===== src/rtl/mips_pkg.sv =====
// mips_pkg: shared definitions for the MIPS fetch front end.
//   NOP_INSTR     - encoding driven on the instruction output when nothing is valid
//   OP_*          - primary opcode field values (instr[31:26])
//   XLEN_DEFAULT  - default datapath width
//   fetch_entry_t - one prefetch queue entry {instr, pc}
package mips_pkg;

  localparam int unsigned XLEN_DEFAULT = 32;

  localparam logic [XLEN_DEFAULT-1:0] NOP_INSTR = 32'h0000_0000;

  localparam logic [5:0] OP_RTYPE = 6'h00;
  localparam logic [5:0] OP_J     = 6'h02;
  localparam logic [5:0] OP_JAL   = 6'h03;
  localparam logic [5:0] OP_BEQ   = 6'h04;
  localparam logic [5:0] OP_ADDI  = 6'h08;
  localparam logic [5:0] OP_LW    = 6'h23;
  localparam logic [5:0] OP_SW    = 6'h2B;

  typedef struct packed {
    logic [XLEN_DEFAULT-1:0] instr;
    logic [XLEN_DEFAULT-1:0] pc;
  } fetch_entry_t;

endpackage


===== src/rtl/sync_fifo_flush.sv =====
// sync_fifo_flush: DEPTH x WIDTH synchronous FIFO with a flush input.
//   clk_i, rst_i - clock and synchronous active-high reset
//   flush_i      - empties the FIFO and resets pointers; overrides push/pop
//   push_i       - write wdata_i at the tail
//   pop_i        - drop the head entry (ignored when empty)
//   valid_o      - head entry present
//   rdata_o      - head entry, read straight from storage (no write bypass)
//   count_o      - occupied entries
module sync_fifo_flush #(
  parameter int unsigned DEPTH = 4,
  parameter int unsigned WIDTH = 64
) (
  input  logic                       clk_i,
  input  logic                       rst_i,
  input  logic                       flush_i,
  input  logic                       push_i,
  input  logic [WIDTH-1:0]           wdata_i,
  input  logic                       pop_i,
  output logic                       valid_o,
  output logic [WIDTH-1:0]           rdata_o,
  output logic [$clog2(DEPTH+1)-1:0] count_o
);

  localparam int unsigned CW = $clog2(DEPTH + 1);
  localparam int unsigned PW = $clog2(DEPTH);

  logic [WIDTH-1:0] mem_q [DEPTH];
  logic [PW-1:0]    rptr_q, rptr_d;
  logic [PW-1:0]    wptr_q, wptr_d;
  logic [CW-1:0]    count_q, count_d;
  logic             do_push, do_pop;

  // Pointers wrap modulo DEPTH so non-power-of-two depths work; full/empty
  // is decided by the count register alone.
  function automatic logic [PW-1:0] ptr_inc(input logic [PW-1:0] p);
    return (p == PW'(DEPTH - 1)) ? '0 : p + PW'(1);
  endfunction

  always_comb begin
    do_pop  = pop_i && (count_q != '0);
    do_push = push_i && ((count_q != CW'(DEPTH)) || do_pop);
    rptr_d  = rptr_q;
    wptr_d  = wptr_q;
    count_d = count_q;
    if (flush_i) begin
      rptr_d  = '0;
      wptr_d  = '0;
      count_d = '0;
    end else begin
      if (do_pop)  rptr_d = ptr_inc(rptr_q);
      if (do_push) wptr_d = ptr_inc(wptr_q);
      case ({do_push, do_pop})
        2'b10:   count_d = count_q + CW'(1);
        2'b01:   count_d = count_q - CW'(1);
        default: count_d = count_q;
      endcase
    end
  end

  always_ff @(posedge clk_i) begin
    if (rst_i) begin
      rptr_q  <= '0;
      wptr_q  <= '0;
      count_q <= '0;
    end else begin
      rptr_q  <= rptr_d;
      wptr_q  <= wptr_d;
      count_q <= count_d;
    end
  end

  always_ff @(posedge clk_i) begin
    if (do_push && !flush_i && !rst_i) mem_q[wptr_q] <= wdata_i;
  end

  assign valid_o = (count_q != '0);
  assign rdata_o = mem_q[rptr_q];
  assign count_o = count_q;

  push_when_full_a: assert property (@(posedge clk_i) disable iff (rst_i)
    !(push_i && !flush_i && !pop_i && (count_q == CW'(DEPTH))));

endmodule


===== src/rtl/fetch_queue_unit.sv =====
// fetch_queue_unit: instruction-fetch front end (PC generator, synchronous
// instruction-memory request port, prefetch queue with flush-on-redirect).
//   clock, reset              - clock and synchronous active-high reset
//   imem_req, imem_addr       - memory read request and word address
//   imem_rdata                - memory data, valid the cycle after imem_req
//   redirect_valid/_pc        - flush the queue and restart fetch at redirect_pc
//   deq_ready                 - ID stage accepts the head entry
//   deq_valid/_instr/_pc      - head entry (instr is NOP when not valid)
//   deq_pc_plus4              - deq_pc + 4
//   q_count                   - occupied queue entries
module fetch_queue_unit
  import mips_pkg::*;
#(
  parameter int unsigned     XLEN     = XLEN_DEFAULT,
  parameter int unsigned     IMEM_AW  = 10,
  parameter int unsigned     QDEPTH   = 4,
  parameter logic [XLEN-1:0] RESET_PC = '0
) (
  input  logic                        clock,
  input  logic                        reset,
  output logic                        imem_req,
  output logic [IMEM_AW-1:0]          imem_addr,
  input  logic [XLEN-1:0]             imem_rdata,
  input  logic                        redirect_valid,
  input  logic [XLEN-1:0]             redirect_pc,
  input  logic                        deq_ready,
  output logic                        deq_valid,
  output logic [XLEN-1:0]             deq_instr,
  output logic [XLEN-1:0]             deq_pc,
  output logic [XLEN-1:0]             deq_pc_plus4,
  output logic [$clog2(QDEPTH+1)-1:0] q_count
);

  localparam int unsigned     CW         = $clog2(QDEPTH + 1);
  localparam logic [XLEN-1:0] ALIGN_MASK = ~XLEN'(3);

  logic [XLEN-1:0]   fetch_pc_q, fetch_pc_d;
  logic [XLEN-1:0]   req_pc_q;
  logic              inflight_q;
  logic              epoch_q, req_epoch_q;
  logic [CW:0]       occupancy;
  logic              push, pop;
  logic [2*XLEN-1:0] head;
  logic [XLEN-1:0]   head_instr, head_pc;

  always_comb begin
    pop = deq_valid && deq_ready && !redirect_valid;
    // Entries held plus the one in flight, minus the one leaving this edge:
    // issuing only below QDEPTH guarantees the response always has a slot.
    occupancy = (CW+1)'(q_count) + (CW+1)'(inflight_q) - (CW+1)'(pop);
    imem_req  = !reset && !redirect_valid && (occupancy < (CW+1)'(QDEPTH));
    // A response issued under an older epoch belongs to a flushed stream.
    push      = inflight_q && (req_epoch_q == epoch_q) && !redirect_valid;
  end

  always_comb begin
    fetch_pc_d = fetch_pc_q;
    if (redirect_valid)  fetch_pc_d = redirect_pc & ALIGN_MASK;
    else if (imem_req)   fetch_pc_d = fetch_pc_q + XLEN'(4);
  end

  always_ff @(posedge clock) begin
    if (reset) begin
      fetch_pc_q  <= RESET_PC & ALIGN_MASK;
      req_pc_q    <= '0;
      inflight_q  <= 1'b0;
      epoch_q     <= 1'b0;
      req_epoch_q <= 1'b0;
    end else begin
      fetch_pc_q <= fetch_pc_d;
      inflight_q <= imem_req;
      if (redirect_valid) epoch_q <= ~epoch_q;
      if (imem_req) begin
        req_pc_q    <= fetch_pc_q;
        req_epoch_q <= epoch_q;
      end
    end
  end

  assign imem_addr = fetch_pc_q[IMEM_AW+1:2];

  sync_fifo_flush #(
    .DEPTH (QDEPTH),
    .WIDTH (2 * XLEN)
  ) u_queue (
    .clk_i   (clock),
    .rst_i   (reset),
    .flush_i (redirect_valid),
    .push_i  (push),
    .wdata_i ({imem_rdata, req_pc_q}),
    .pop_i   (pop),
    .valid_o (deq_valid),
    .rdata_o (head),
    .count_o (q_count)
  );

  assign {head_instr, head_pc} = head;
  assign deq_instr    = deq_valid ? head_instr : XLEN'(NOP_INSTR);
  assign deq_pc       = deq_valid ? head_pc : '0;
  assign deq_pc_plus4 = deq_valid ? head_pc + XLEN'(4) : '0;

endmodule


===== config.mk =====
export PLATFORM = sky130hd
export DESIGN_NAME = fetch_queue_unit
export DESIGN_NICKNAME = d
export VERILOG_FILES = /design/src/rtl/mips_pkg.sv /design/src/rtl/sync_fifo_flush.sv /design/src/rtl/fetch_queue_unit.sv
export SDC_FILE = /design/constraint.sdc
export NUM_CORES = 1
export LEC_CHECK = 0
export ABC_AREA = 1
export CAP_MARGIN = 10
export CELL_PAD_IN_SITES_DETAIL_PLACEMENT = 2
export CELL_PAD_IN_SITES_GLOBAL_PLACEMENT = 2
export CORE_MARGIN = 2
export CORE_UTILIZATION = 38
export DETAILED_ROUTE_END_ITERATION = 10
export MAX_ROUTING_LAYER = met4
export PLACE_DENSITY = 0.87
export SLEW_MARGIN = 20
export SYNTH_ARGS = -nofsm -noshare
export SYNTH_HDL_FRONTEND = slang
export SYNTH_HIERARCHICAL = 1
export SYNTH_SLANG_ARGS = --single-unit

===== constraint.sdc =====
create_clock -name clock -period 8.15 [get_ports clock]
set_input_delay 1.2225 -clock clock [delete_from_list [all_inputs] [get_ports clock]]
set_output_delay 1.2225 -clock clock [all_outputs]
set_load 0.05 [all_outputs]

==> results.sh, run 1 <==
export IMPL_timing_reg2reg_setup_slack_ns=3.91
export IMPL_postSynthAreaPerCell_um2=9.49
export IMPL_layout_area_overhead_vs_synth_pct=21.9
export IMPL_mostFrequentLayoutCell="sky130_fd_sc_hd__nand2_1"
export IMPL_crit_slowest_cell="sky130_fd_sc_hd__clkdlybuf4s50_1"
export IMPL_floorplan_die_width_um=203
export IMPL_power_per_cell_area_nw_per_um2=206
export IMPL_route_detailed_wl_per_inst_um=24.2
export IMPL_cts_buffers=37
export IMPL_grt_util_all_layers_pct=27.5
export IMPL_rr_startpoint="u_queue/count_o[2]$_SDFFE_PP0P_"
export IMPL_finish_instance_area_um2=18300
export IMPL_final_nets=1808
export IMPL_sequential_cell_area_um2=9130
export IMPL_final_layout_size_suffix_gt1_share_pct=6.44
export IMPL_grt_overflow_total=0
export IMPL_crit_path_frequent_cell="sky130_fd_sc_hd__nor2_1"
export IMPL_cts_root_buf="sky130_fd_sc_hd__clkbuf_16"
export IMPL_path_cells="inv_4, buf_4, nor2_1, o22ai_1, nand2_4, nor2_4, nand2_4, inv_2, nand3_1, nor2_1, nand3_1, nor2_1, nor2_1, nor2_1, clkdlybuf4s50_1"
export IMPL_global_route_usage_met1_pct=32.0
export IMPL_io_buffers=176
export IMPL_crit_buf_inv=4
export IMPL_fp_coreArea_um2=38800
export IMPL_power_static_leakage_nw=6.86
export IMPL_timing_critical_path_slowest_cell_delay_ns=0.82
export IMPL_timing_final_setup_violations=0
export IMPL_synth_cell_types=42
export IMPL_hold_buffers=0
export IMPL_first_pass_iters=5
export IMPL_ctsLongestPathBuffers=3
export IMPL_drtAntennaViolNets=0
export IMPL_unrepaired_setup_endpoints_after_global_routing="false"
export IMPL_antenna_found_initial=0
export IMPL_fill_cells=4119
export IMPL_clock_fmax_ghz=0.150
export IMPL_grt_pass1_wl_um=83500
export IMPL_vertical_extent_of_the_die_um=203
export IMPL_crit_path_max_fanout=85
export IMPL_final_max_slew_viol_count=0
export IMPL_worstSetupStartpointType="flip-flop"
export IMPL_arrival_ns=5.43
export IMPL_via_count=12294
export IMPL_post_cts_resized=0
export IMPL_cp_end_kind="output port"
export IMPL_layout_cells_most_common_list="sky130_fd_sc_hd__nand2_1, sky130_fd_sc_hd__nor2_1, sky130_fd_sc_hd__edfxtp_1"
export IMPL_tns_ns=0
export IMPL_hold_viol=0
export IMPL_status="finished, final reports clean"
export IMPL_multi_input_comb_area_um2=4820
export IMPL_dieArea_um2=41100
export IMPL_design_portCount=179
export IMPL_synth_warning_count=6
export IMPL_reg2regPathDepth=17
export IMPL_cp_data_required_time_ns=6.93
export IMPL_synth_flop_cell="sky130_fd_sc_hd__edfxtp_1"
export IMPL_place_hpwl_um=35200
export IMPL_grt_start_max_net_pins=110
export IMPL_slew_headroom_pct=27.6
export IMPL_grt_util_met2_pct=48.6
export IMPL_ir_worst_vdd_v=0.000112
export IMPL_post_layout_total_power_mw=3.77
export IMPL_path_delay_family="buffers and inverters"
export IMPL_drt_first_iter_violations=697
export IMPL_drcViolationCount=0
export IMPL_antenna_cells_inserted=0
export IMPL_min_path_type="reg2reg"
export IMPL_drv_cap=0
export IMPL_worst_hold_path_num_cells=2
export IMPL_max_slew_worst_pin_slew_ns=1.09
export IMPL_clk_lat_worst_skew_ns=0.57
export IMPL_core_rowCount=72
export IMPL_floorplan_initialDensity_pct=38.6
export IMPL_route_final_wire_length_um=55100
export IMPL_htree_num_levels=2
export IMPL_hold_path_startpoint="u_queue/rptr_q[1]$_SDFFE_PP0N_"
export IMPL_place_gp_congestion=0.836
export IMPL_vias_in_the_first_global_route=13775
export IMPL_postSynthRegisterBits=328
export IMPL_detailed_place_area_um2=17000
export IMPL_synth_enable_flop_cells=256
export IMPL_tritoncts_clock_tree="yes"
export IMPL_fraction_of_registers_with_async_set_or_reset_after_synthesis_pct=0
export IMPL_setup_worst_path_class="reg2out"
export IMPL_cts_setup_buffers=0
export IMPL_r2r_end="fetch_pc_q[16]$_SDFFE_PP0P_"
export IMPL_clk_slew_on_worst_s_h_paths_ns=0.06
export IMPL_busiest_layer="met2"
export IMPL_vias_per_cell=5.41
export IMPL_clock_sink_count=328
export IMPL_final_period_utilization_pct=81.7
export IMPL_finalWorstPathRequiredPeriod_ns=6.66
export IMPL_post_synth_instance_area_um2=15000
export IMPL_met3_usage_pct=3.61
export IMPL_netlist_instances=1580
export IMPL_synth_yosys_seq_area_share_pct=60.9
export IMPL_worst_clock_skew_ns=0.0197
## logic make-up after synthesis
logic type / count (synthesis) / synth area share, %
flops: 328 / 60.9
fa+ha+maj: 11 / 0.968
simple gates: 671 / 18.7
buf+inv: 243 / 7.38
xor+xnor: 14 / 0.818
other cells: 1 / 0.0250
compound gates: 312 / 11.2
## registers in the layout, indices dropped and copies added (netlist names), named ones only
| register | count |
|---|---|
| fetch_pc_q | 30 |
| u_queue/wptr_q | 2 |
| req_pc_q | 30 |
| u_queue/mem_q | 256 |
| inflight_q | 1 |
| req_epoch_q | 1 |
| u_queue/count_o | 3 |
| epoch_q | 1 |
| u_queue/rptr_q | 2 |
## per-layer routing
metal	vias to the layer above	routed length [µm]
met5	-	0
met4	0	1800
met3	117	2150
met2	344	28300
met1	6221	22800
li1	5612	-
## per-stage QoR
| step | cells | hold slack (ns) | setup WS, ns | util [%] |
|---|---|---|---|---|
| floorplan | 1587 | 0.455 | 2.62 | - |
| global placement | 2205 | 0.469 | 2.47 | 43.9 |
| detailed placement | 2205 | 0.488 | 2.22 | 43.9 |
| CTS | 2270 | 0.506 | 1.46 | 46.9 |
| global route | 2273 | 0.534 | 1.27 | 47.1 |
| finish | 2273 | 0.506 | 1.49 | 47.1 |
## worst reg2reg max path: cells and delay by family, from the launching register on
kind / cells / cell delay [ns]
fa+ha+maj: 2 / 0.49
simple gates: 10 / 2.32
compound gates: 1 / 0.19
flops: 1 / 0.43
buf+inv: 4 / 0.75
## final cells by class
cell class,instances,share of cell area (%)
clock inverter,14,0.753
inverter,154,3.18
clock buffer,51,5.62
timing repair buffer,192,10.6
multi-input combinational,1016,26.4
sequential,328,50.0
tap,518,3.54
## worst max path at each step
| stage | slack [ns] | startpoint | endpoint | cells after the start |
|---|---|---|---|---|
| 2_1_floorplan | 2.62 | u_queue/count_o[2]$_SDFFE_PP0P_ | u_queue/mem_q[0][0]$_DFFE_PP_ | 10 |
| 3_3_place_gp | 2.47 | flip-flop | deq_pc_plus4[22] | 15 |
| 3_5_place_dp | 2.22 | flip-flop | deq_pc_plus4[22] | 15 |
| 4_1_cts | 1.46 | flip-flop | deq_pc_plus4[22] | 15 |
| 5_1_grt | 1.27 | flip-flop | deq_pc_plus4[22] | 15 |
| 6_report | 1.49 | flip-flop | deq_pc_plus4[22] | 15 |
## power by group
group	switching [mW]	total, mW	leakage [nW]	internal (mW)
Clock	0.712	1.64	0.563	0.925
Sequential	0.0371	1.87	2.86	1.83
Combinational	0.176	0.264	3.44	0.0880
Total	0.926	3.77	6.86	2.84
## synthesized netlist by cell type, types with 2 or more instances
library cell	instances	area, µm²
sky130_fd_sc_hd__buf_6	14	158
sky130_fd_sc_hd__edfxtp_1	256	7690
sky130_fd_sc_hd__buf_2	13	65.1
sky130_fd_sc_hd__a21boi_0	5	37.5
sky130_fd_sc_hd__o21ai_0	118	591
sky130_fd_sc_hd__nor3_1	15	75.1
sky130_fd_sc_hd__nor2_1	262	983
sky130_fd_sc_hd__xor2_1	12	105
sky130_fd_sc_hd__clkbuf_1	37	139
sky130_fd_sc_hd__o21ai_1	57	285
sky130_fd_sc_hd__ha_1	10	125
sky130_fd_sc_hd__nand2_2	6	37.5
sky130_fd_sc_hd__xnor2_1	2	17.5
sky130_fd_sc_hd__nand4_1	14	87.6
sky130_fd_sc_hd__nand2_1	289	1080
sky130_fd_sc_hd__a21oi_1	58	290
sky130_fd_sc_hd__dfxtp_1	72	1440
sky130_fd_sc_hd__o21bai_1	2	15.0
sky130_fd_sc_hd__o22ai_1	64	400
sky130_fd_sc_hd__nor2_4	8	90.1
sky130_fd_sc_hd__clkbuf_2	6	30.0
sky130_fd_sc_hd__nor3b_1	2	15.0
sky130_fd_sc_hd__inv_1	145	544
sky130_fd_sc_hd__buf_1	2	7.51
sky130_fd_sc_hd__a22oi_1	5	37.5
sky130_fd_sc_hd__nand2_4	3	33.8
sky130_fd_sc_hd__nand3_1	60	300
sky130_fd_sc_hd__inv_2	7	26.3
sky130_fd_sc_hd__buf_4	17	128
sky130_fd_sc_hd__nor2_2	7	43.8
Power figures use the tool's default switching activity.
==> run 2, diff against run 1 <==
CORE_UTILIZATION = 32   (was 38)
PLACE_DENSITY = 0.79   (was 0.87)
clock period = 5.4 ns   (was 8.15 ns; I/O delays follow)
==> results.sh, run 2 (same netlist as run 1, synthesis figures left out) <==
export IMPL_drt_first_iter_violations=617
export IMPL_drv_cap=0
export IMPL_design_portCount=179
export IMPL_hold_path_startpoint="req_pc_q[27]$_SDFFE_PP0P_"
export IMPL_place_hpwl_um=33300
export IMPL_max_reg_flops=256
export IMPL_cts_buffers=39
export IMPL_post_cts_resized=0
export IMPL_clk_slew_on_worst_s_h_paths_ns=0.06
export IMPL_p_seq_share_pct=48.7
export IMPL_cp_num_cells=10
export IMPL_slew_headroom_pct=27.1
export IMPL_finalWorstPathRequiredPeriod_ns=5.10
export IMPL_cts_root_buf="sky130_fd_sc_hd__clkbuf_16"
export IMPL_grt_overflow_total=0
export IMPL_final_max_slew_viol_count=0
export IMPL_fin_worst_setup_slack_ns=0.301
export IMPL_timing_critical_path_slowest_cell_delay_ns=0.88
export IMPL_final_nets=1819
export IMPL_vias_per_cell=5.03
export IMPL_biggestRegsByFlops="u_queue/mem_q: 256 flops, fetch_pc_q: 30 flops, req_pc_q: 30 flops"
export IMPL_crit_path_frequent_cell="sky130_fd_sc_hd__nor2_1"
export IMPL_power_per_cell_area_nw_per_um2=313
export IMPL_crit_buf_inv=3
export IMPL_route_detailed_wl_per_inst_um=20.7
export IMPL_antenna_found_initial=0
export IMPL_crit_slowest_cell="sky130_fd_sc_hd__clkdlybuf4s50_1"
export IMPL_grt_start_max_net_pins=72
export IMPL_status="finished, final reports clean"
export IMPL_htree_num_levels=2
export IMPL_tritoncts_clock_tree="yes"
export IMPL_layout_cells_most_common_list="sky130_fd_sc_hd__nand2_1, sky130_fd_sc_hd__nor2_1, sky130_fd_sc_hd__edfxtp_1"
export IMPL_preCtsSetupSlack_ns=0.663
export IMPL_hold_viol=0
export IMPL_final_period_utilization_pct=94.4
export IMPL_min_path_type="reg2reg"
export IMPL_ir_worst_vdd_v=0.000187
export IMPL_layout_area_overhead_vs_synth_pct=23.4
export IMPL_floorplan_initialDensity_pct=32.3
export IMPL_p_sw_share_pct=23.9
export IMPL_crit_path_max_fanout=53
export IMPL_clk_lat_worst_skew_ns=0.56
export IMPL_worst_hold_path_num_cells=0
export IMPL_cp_data_required_time_ns=4.59
export IMPL_cts_setup_buffers=0
export IMPL_place_inst=2306
export IMPL_unrepaired_setup_endpoints_after_global_routing="false"
export IMPL_final_layout_size_suffix_gt1_share_pct=7.97
export IMPL_cp_end_kind="output port"
export IMPL_timing_final_setup_violations=0
export IMPL_drtAntennaViolNets=0
export IMPL_grt_util_all_layers_pct=20.8
export IMPL_vias_in_the_first_global_route=13174
export IMPL_fill_cells=4997
export IMPL_mostFrequentLayoutCell="sky130_fd_sc_hd__nand2_1"
export IMPL_grt_pass1_wl_um=75000
export IMPL_power_static_leakage_nw=7.01
export IMPL_reg2regPathDepth=15
export IMPL_path_delay_family="buffers and inverters"
export IMPL_dieArea_um2=48600
export IMPL_hold_buffers=0
export IMPL_clock_sink_count=328
export IMPL_place_gp_congestion=0.835
export IMPL_clock_fmax_ghz=0.196
export IMPL_timing_reg2reg_setup_slack_ns=2.12
export IMPL_vertical_extent_of_the_die_um=220
export IMPL_floorplan_die_width_um=220
export IMPL_core_rowCount=79
export IMPL_instances_no_fill=2378
export IMPL_arrival_ns=4.29
export IMPL_net_switching_power_mw=1.38
export IMPL_route_final_wire_length_um=49200
export IMPL_pwr_share_comb_pct=6.8
export IMPL_registers_top_by_ff_count="u_queue/mem_q"
export IMPL_fp_coreArea_um2=46400
export IMPL_rr_startpoint="u_queue/count_o[2]$_SDFFE_PP0P_"
export IMPL_drcViolationCount=0
export IMPL_max_slew_worst_pin_slew_ns=1.09
export IMPL_setup_worst_path_class="reg2out"
export IMPL_clk_network_pwr_share_pct=44.5
export IMPL_cell_internal_pwr_mw=4.40
export IMPL_worstSetupStartpointType="flip-flop"
export IMPL_worst_clock_skew_ns=0.0157
export IMPL_io_buffers=176
export IMPL_ctsLongestPathBuffers=3
export IMPL_via_count=11971
export IMPL_first_pass_iters=5
export IMPL_path_cells="inv_6, buf_4, nor2_1, o22ai_1, nand2_1, nor3_1, nand4_1, xor2_1, nor2_1, clkdlybuf4s50_1"
[run 2: cell types whose count changed in the layout (fill, tap and decap cells not counted), sizes merged, moves of 2 or more]
cell | previous run | this run
clkdlybuf4s50 | 176 | 159
clkbuf | 51 | 53
dlymetal6s2s | 0 | 2
buf | 16 | 40
inv | 156 | 158
[run 2: power groups by stage]
stage	registers, mW	clock network (mW)	logic [mW]
5_1_grt	2.82	2.72	0.430
4_1_cts	2.82	2.64	0.399
2_1_floorplan	2.85	0	0.233
6_report	2.82	2.57	0.392
3_5_place_dp	2.87	0	0.396
3_3_place_gp	2.86	0	0.382
[run 2: path summary, 6_finish.rpt]
| kind | end |
|---|---|
| hold / removal | u_queue/mem_q[1][27]$_DFFE_PP_ |
| hold reg to reg | u_queue/mem_q[1][27]$_DFFE_PP_ |
| setup reg to reg | req_pc_q[29]$_SDFFE_PP0P_ |
| setup / recovery | deq_pc_plus4[29] |
[run 2: layout make-up]
class,instances,area [µm²],area share [%]
Sequential cell,328,9140,49.4
Tap cell,607,759,4.10
Inverter,154,583,3.15
Antenna cell,1,2.50,0.0135
Clock buffer,53,1070,5.79
Multi-Input combinational cell,1016,4830,26.1
Clock inverter,18,168,0.906
Timing Repair Buffer,201,1960,10.6
[run 2: stage by stage]
stage                     total power, mW  utilization (%)  hold slack [ns]  TNS, ns  cell area, µm²
after global placement               3.25             37.2            0.469        0           17200
after global routing                 5.97             39.9            0.520        0           18500
after detailed placement             3.27             37.2            0.488        0           17200
after CTS                            5.86             39.9            0.491        0           18500
after floorplan                      3.08                -            0.455   -34.41           15000
final                                5.78             39.9            0.494        0           18500
[run 2: metal layers]
layer	global-route usage (%)	vias up	routed length, µm
li1	-	5643	-
met1	24.5	6013	20800
met2	36.5	240	24900
met3	3.82	75	2430
met4	5.82	0	1120
met5	-	-	0
==> run 3, diff against run 2 <==
RECOVER_POWER = 50   (was not set)
==> results.sh, run 3 (same netlist as run 1, synthesis figures left out) <==
export IMPL_met3_length_um=2450
export IMPL_crit_slowest_cell="sky130_fd_sc_hd__clkdlybuf4s50_1"
export IMPL_arrival_ns=4.26
export IMPL_biggestRegsByFlops="u_queue/mem_q: 256 flops, fetch_pc_q: 30 flops, req_pc_q: 30 flops"
export IMPL_max_reg_flops=256
export IMPL_design_portCount=179
export IMPL_clk_slew_on_worst_s_h_paths_ns=0.06
export IMPL_grt_overflow_total=0
export IMPL_drcViolationCount=0
export IMPL_setup_worst_path_class="reg2out"
export IMPL_clk_lat_worst_skew_ns=0.56
export IMPL_detailed_place_area_um2=17200
export IMPL_power_static_leakage_nw=7.05
export IMPL_floorplan_initialDensity_pct=32.3
export IMPL_place_hpwl_um=33300
export IMPL_path_cells="inv_6, buf_4, nor2_1, o22ai_1, nand2_1, nor3_1, nand4_1, xor2_1, nor2_1, clkdlybuf4s50_1"
export IMPL_ctsLongestPathBuffers=3
export IMPL_registers_top_by_ff_count="u_queue/mem_q"
export IMPL_cp_data_required_time_ns=4.59
export IMPL_power_per_cell_area_nw_per_um2=313
export IMPL_mostFrequentLayoutCell="sky130_fd_sc_hd__nand2_1"
export IMPL_worst_clock_skew_ns=0.0161
export IMPL_vias_in_the_first_global_route=13174
export IMPL_top_signal_layer_used="met4"
export IMPL_tritoncts_clock_tree="yes"
export IMPL_finalWorstPathRequiredPeriod_ns=5.07
export IMPL_route_final_wire_length_um=49200
export IMPL_clock_sink_count=328
export IMPL_final_nets=1819
export IMPL_fp_coreArea_um2=46400
export IMPL_timing_critical_path_slowest_cell_delay_ns=0.87
export IMPL_hold_buffers=0
export IMPL_final_max_slew_viol_count=256
export IMPL_wl_met1_um=20900
export IMPL_layout_cells_most_common_list="sky130_fd_sc_hd__nand2_1, sky130_fd_sc_hd__nor2_1, sky130_fd_sc_hd__edfxtp_1"
export IMPL_first_pass_iters=5
export IMPL_hold_viol=0
export IMPL_worstSetupStartpointType="flip-flop"
export IMPL_max_slew_worst_pin_slew_ns=2.08
export IMPL_crit_path_frequent_cell="sky130_fd_sc_hd__nor2_1"
export IMPL_clock_fmax_ghz=0.197
export IMPL_cts_buffers=39
export IMPL_violations="capacitance limit, slew limit"
export IMPL_io_buffers=176
export IMPL_fill_cells=4991
export IMPL_sequential_cell_area_um2=9140
export IMPL_route_detailed_wl_per_inst_um=20.7
export IMPL_place_inst=2306
export IMPL_crit_buf_inv=3
export IMPL_unrepaired_setup_endpoints_after_global_routing="false"
export IMPL_cell_internal_pwr_mw=4.39
export IMPL_place_gp_congestion=0.835
export IMPL_pwr_share_comb_pct=6.7
export IMPL_net_switching_power_mw=1.38
export IMPL_grt_util_all_layers_pct=20.8
export IMPL_ir_worst_vdd_v=0.000186
export IMPL_final_util_pct=39.9
export IMPL_vertical_extent_of_the_die_um=220
export IMPL_crit_path_max_fanout=53
export IMPL_slew_headroom_pct=-38.9
export IMPL_final_layout_size_suffix_gt1_share_pct=7.68
export IMPL_final_period_utilization_pct=94.0
export IMPL_htree_num_levels=2
export IMPL_drtAntennaViolNets=0
export IMPL_drt_first_iter_violations=601
export IMPL_via_count=11908
export IMPL_antenna_found_initial=2
export IMPL_cp_end_kind="output port"
export IMPL_core_rowCount=79
export IMPL_cts_root_buf="sky130_fd_sc_hd__clkbuf_16"
export IMPL_drv_cap=5
export IMPL_clk_network_pwr_share_pct=44.6
export IMPL_multi_input_comb_area_um2=4820
export IMPL_instances_no_fill=2381
export IMPL_grt_start_max_net_pins=72
export IMPL_vias_per_cell=5.00
export IMPL_met2_length_um=24800
export IMPL_layout_area_overhead_vs_synth_pct=23.3
export IMPL_p_seq_share_pct=48.8
export IMPL_finish_instance_area_um2=18500
export IMPL_min_path_type="reg2reg"
export IMPL_dieArea_um2=48600
export IMPL_p_sw_share_pct=23.9
export IMPL_timing_final_setup_violations=0
export IMPL_path_delay_family="buffers and inverters"
export IMPL_status="finished with violations"
export IMPL_floorplan_die_width_um=220
export IMPL_grt_pass1_wl_um=75000
run 3: area by class of cell:
class	instances	area share (%)
sequential	328	49.4
multi-input combinational	1016	26.1
timing repair buffer	201	10.5
clock buffer	53	5.79
tap	607	4.11
inverter	154	3.15
clock inverter	18	0.907
antenna	4	0.0542
run 3: power groups by stage:
| stage | logic, mW | registers [mW] | clock network [mW] |
|---|---|---|---|
| after global routing | 0.423 | 2.82 | 2.72 |
| after floorplan | 0.233 | 2.85 | 0 |
| final | 0.386 | 2.82 | 2.57 |
| after global placement | 0.382 | 2.86 | 0 |
| after detailed placement | 0.396 | 2.87 | 0 |
| after CTS | 0.399 | 2.82 | 2.64 |
run 3: metrics by stage:
step / TNS (ns) / power, mW / worst slack, ns / hold slack, ns
5_1_grt: 0 / 5.97 / 0.0249 / 0.523
4_1_cts: 0 / 5.86 / 0.00491 / 0.491
3_3_place_gp: 0 / 3.25 / 0.786 / 0.469
6_report: 0 / 5.78 / 0.326 / 0.492
2_1_floorplan: -34.41 / 3.08 / -0.134 / 0.455
3_5_place_dp: 0 / 3.27 / 0.663 / 0.488
run 3: worst reg2reg max path: cells and delay by family (launching register included):
family	cells	cell delay (ns)
simple gates	5	1.92
buf+inv	3	0.84
flops	1	0.42
compound gates	1	0.29
run 3: timing repair:
action	in CTS	in global routing
setup buffers	0	0
gates resized for setup	0	6
endpoints found under the setup margin	0	8
run 3: per-layer routing:
metal | up-vias | GRT usage [%]
met3 | 75 | 3.82
met2 | 250 | 36.5
met1 | 5945 | 24.5
met4 | 0 | 5.82
li1 | 5638 | -
met5 | - | -
run 3: final timing paths:
kind,from,slack (ns),end,cells after the start
worst min register to register,req_pc_q[27]$_SDFFE_PP0P_,0.49,u_queue/mem_q[1][27]$_DFFE_PP_,0
worst max register to register,u_queue/count_o[2]$_SDFFE_PP0P_,1.54,u_queue/mem_q[1][45]$_DFFE_PP_,9
worst min-delay path,req_pc_q[27]$_SDFFE_PP0P_,0.49,u_queue/mem_q[1][27]$_DFFE_PP_,0
worst max-delay path,flip-flop,0.33,deq_pc_plus4[29],10
==> RTL change, RTL diff (settings of run 3) <==
The parameter `QDEPTH` goes from 4 to 2.
--- a/src/rtl/fetch_queue_unit.sv
+++ b/src/rtl/fetch_queue_unit.sv
@@ -15,3 +15,3 @@
   parameter int unsigned     IMEM_AW  = 10,
-  parameter int unsigned     QDEPTH   = 4,
+  parameter int unsigned     QDEPTH   = 2,
   parameter logic [XLEN-1:0] RESET_PC = '0
Ports: changed (resized q_count); port bits go from 179 to 178. The function was not compared with the original's and may differ.
==> RTL change against run 3 <==
  * Synthesized area decreased by 33%
  * Sequential cell count decreased by 132
  * Fmax grew 10%
  * Largest cell class unchanged
  * The flow still finishes with violations (capacitance limit, slew limit)
  * Worst setup slack improved by 480 ps
  * Wire length shrank 38%
  * Sequential share of layout area decreased by 8.1 points
  * Critical path depth shrank 1
  * Register-to-register slack better by 150 ps
  * Cell area decreased by 32%
  * Power is 44% lower
  * Combinational power is 27% lower
==> RTL change: results <==
outcome:
  run_status: "finished, violations left"
  violations: "capacitance limit, slew limit"
timing:
  fin_worst_skew_ps: 10.9
  slew_headroom_pct: -9.32
  slew_viol_final: 35
  whs_ps: 462
clock_network:
  htree_levels: 4
  cts_inserted_buffers: 17
  insertion_delay_ps: 450
critical_path:
  rrSetupSlack_ps: 1690
  slowest_delay_ps: 840
  cp_top_family: "simple AND/OR/NAND/NOR gates"
yosys:
  ys_seq_area_share_pct: 51.7
  synth.area.mux_share_pct: 9.40
  synthCells: 1081
  synth_commonest_cells: "262 x nand2_1, 156 x inv_1, 128 x edfxtp_1"
  synthAdderAreaFrac_pct: 0.696
  yosysUniqueCellTypes: 47
  synth_compound_area_share_pct: 5.86
finish:
  reg_top3: "u_queue/mem_q (128), fetch_pc_q (30), req_pc_q (30)"
flow_run:
  max_cap_viol_count: 1
placed_design:
  place_inst: 1612
  globalplace.congestion: 0.842
grt:
  grt_pass1_vias: 8571
drt:
  vias_per_cell: 4.81
  drtIter0Drc: 311
hold_path:
  hold_start: "req_pc_q[6]$_SDFFE_PP0P_"
pwr:
  switching_share_pct: 26.7
  power.share.clock_pct: 39.4
RTL change: cell count changes after synthesis, sizes merged, moves of 6 or more:
cell | before | now
a211oi | 0 | 7
a21oi | 59 | 43
clkbuf | 43 | 9
edfxtp | 256 | 128
ha | 10 | 4
mux2 | 0 | 64
nand2 | 298 | 270
nand3 | 61 | 43
nor2 | 277 | 127
nor3 | 16 | 30
o21ai | 176 | 37
o22ai | 64 | 2
RTL change: layer usage:
metal | track usage, % | up-vias | wire length (um)
met5 | - | - | 0
met4 | 5.04 | 0 | 463
met1 | 23.4 | 3921 | 13600
li1 | - | 3804 | -
met2 | 34.6 | 162 | 15700
met3 | 3.08 | 26 | 1060
RTL change: cell type report:
class | instances | area, um^2
fillers | 3378 | 18100
clock buffers | 17 | 425
well taps | 396 | 495
diodes | 1 | 2.50
repair buffers | 182 | 1820
flip-flops and latches | 196 | 5210
inverters | 160 | 603
multi-input cells | 678 | 3890
clock inverters | 15 | 161
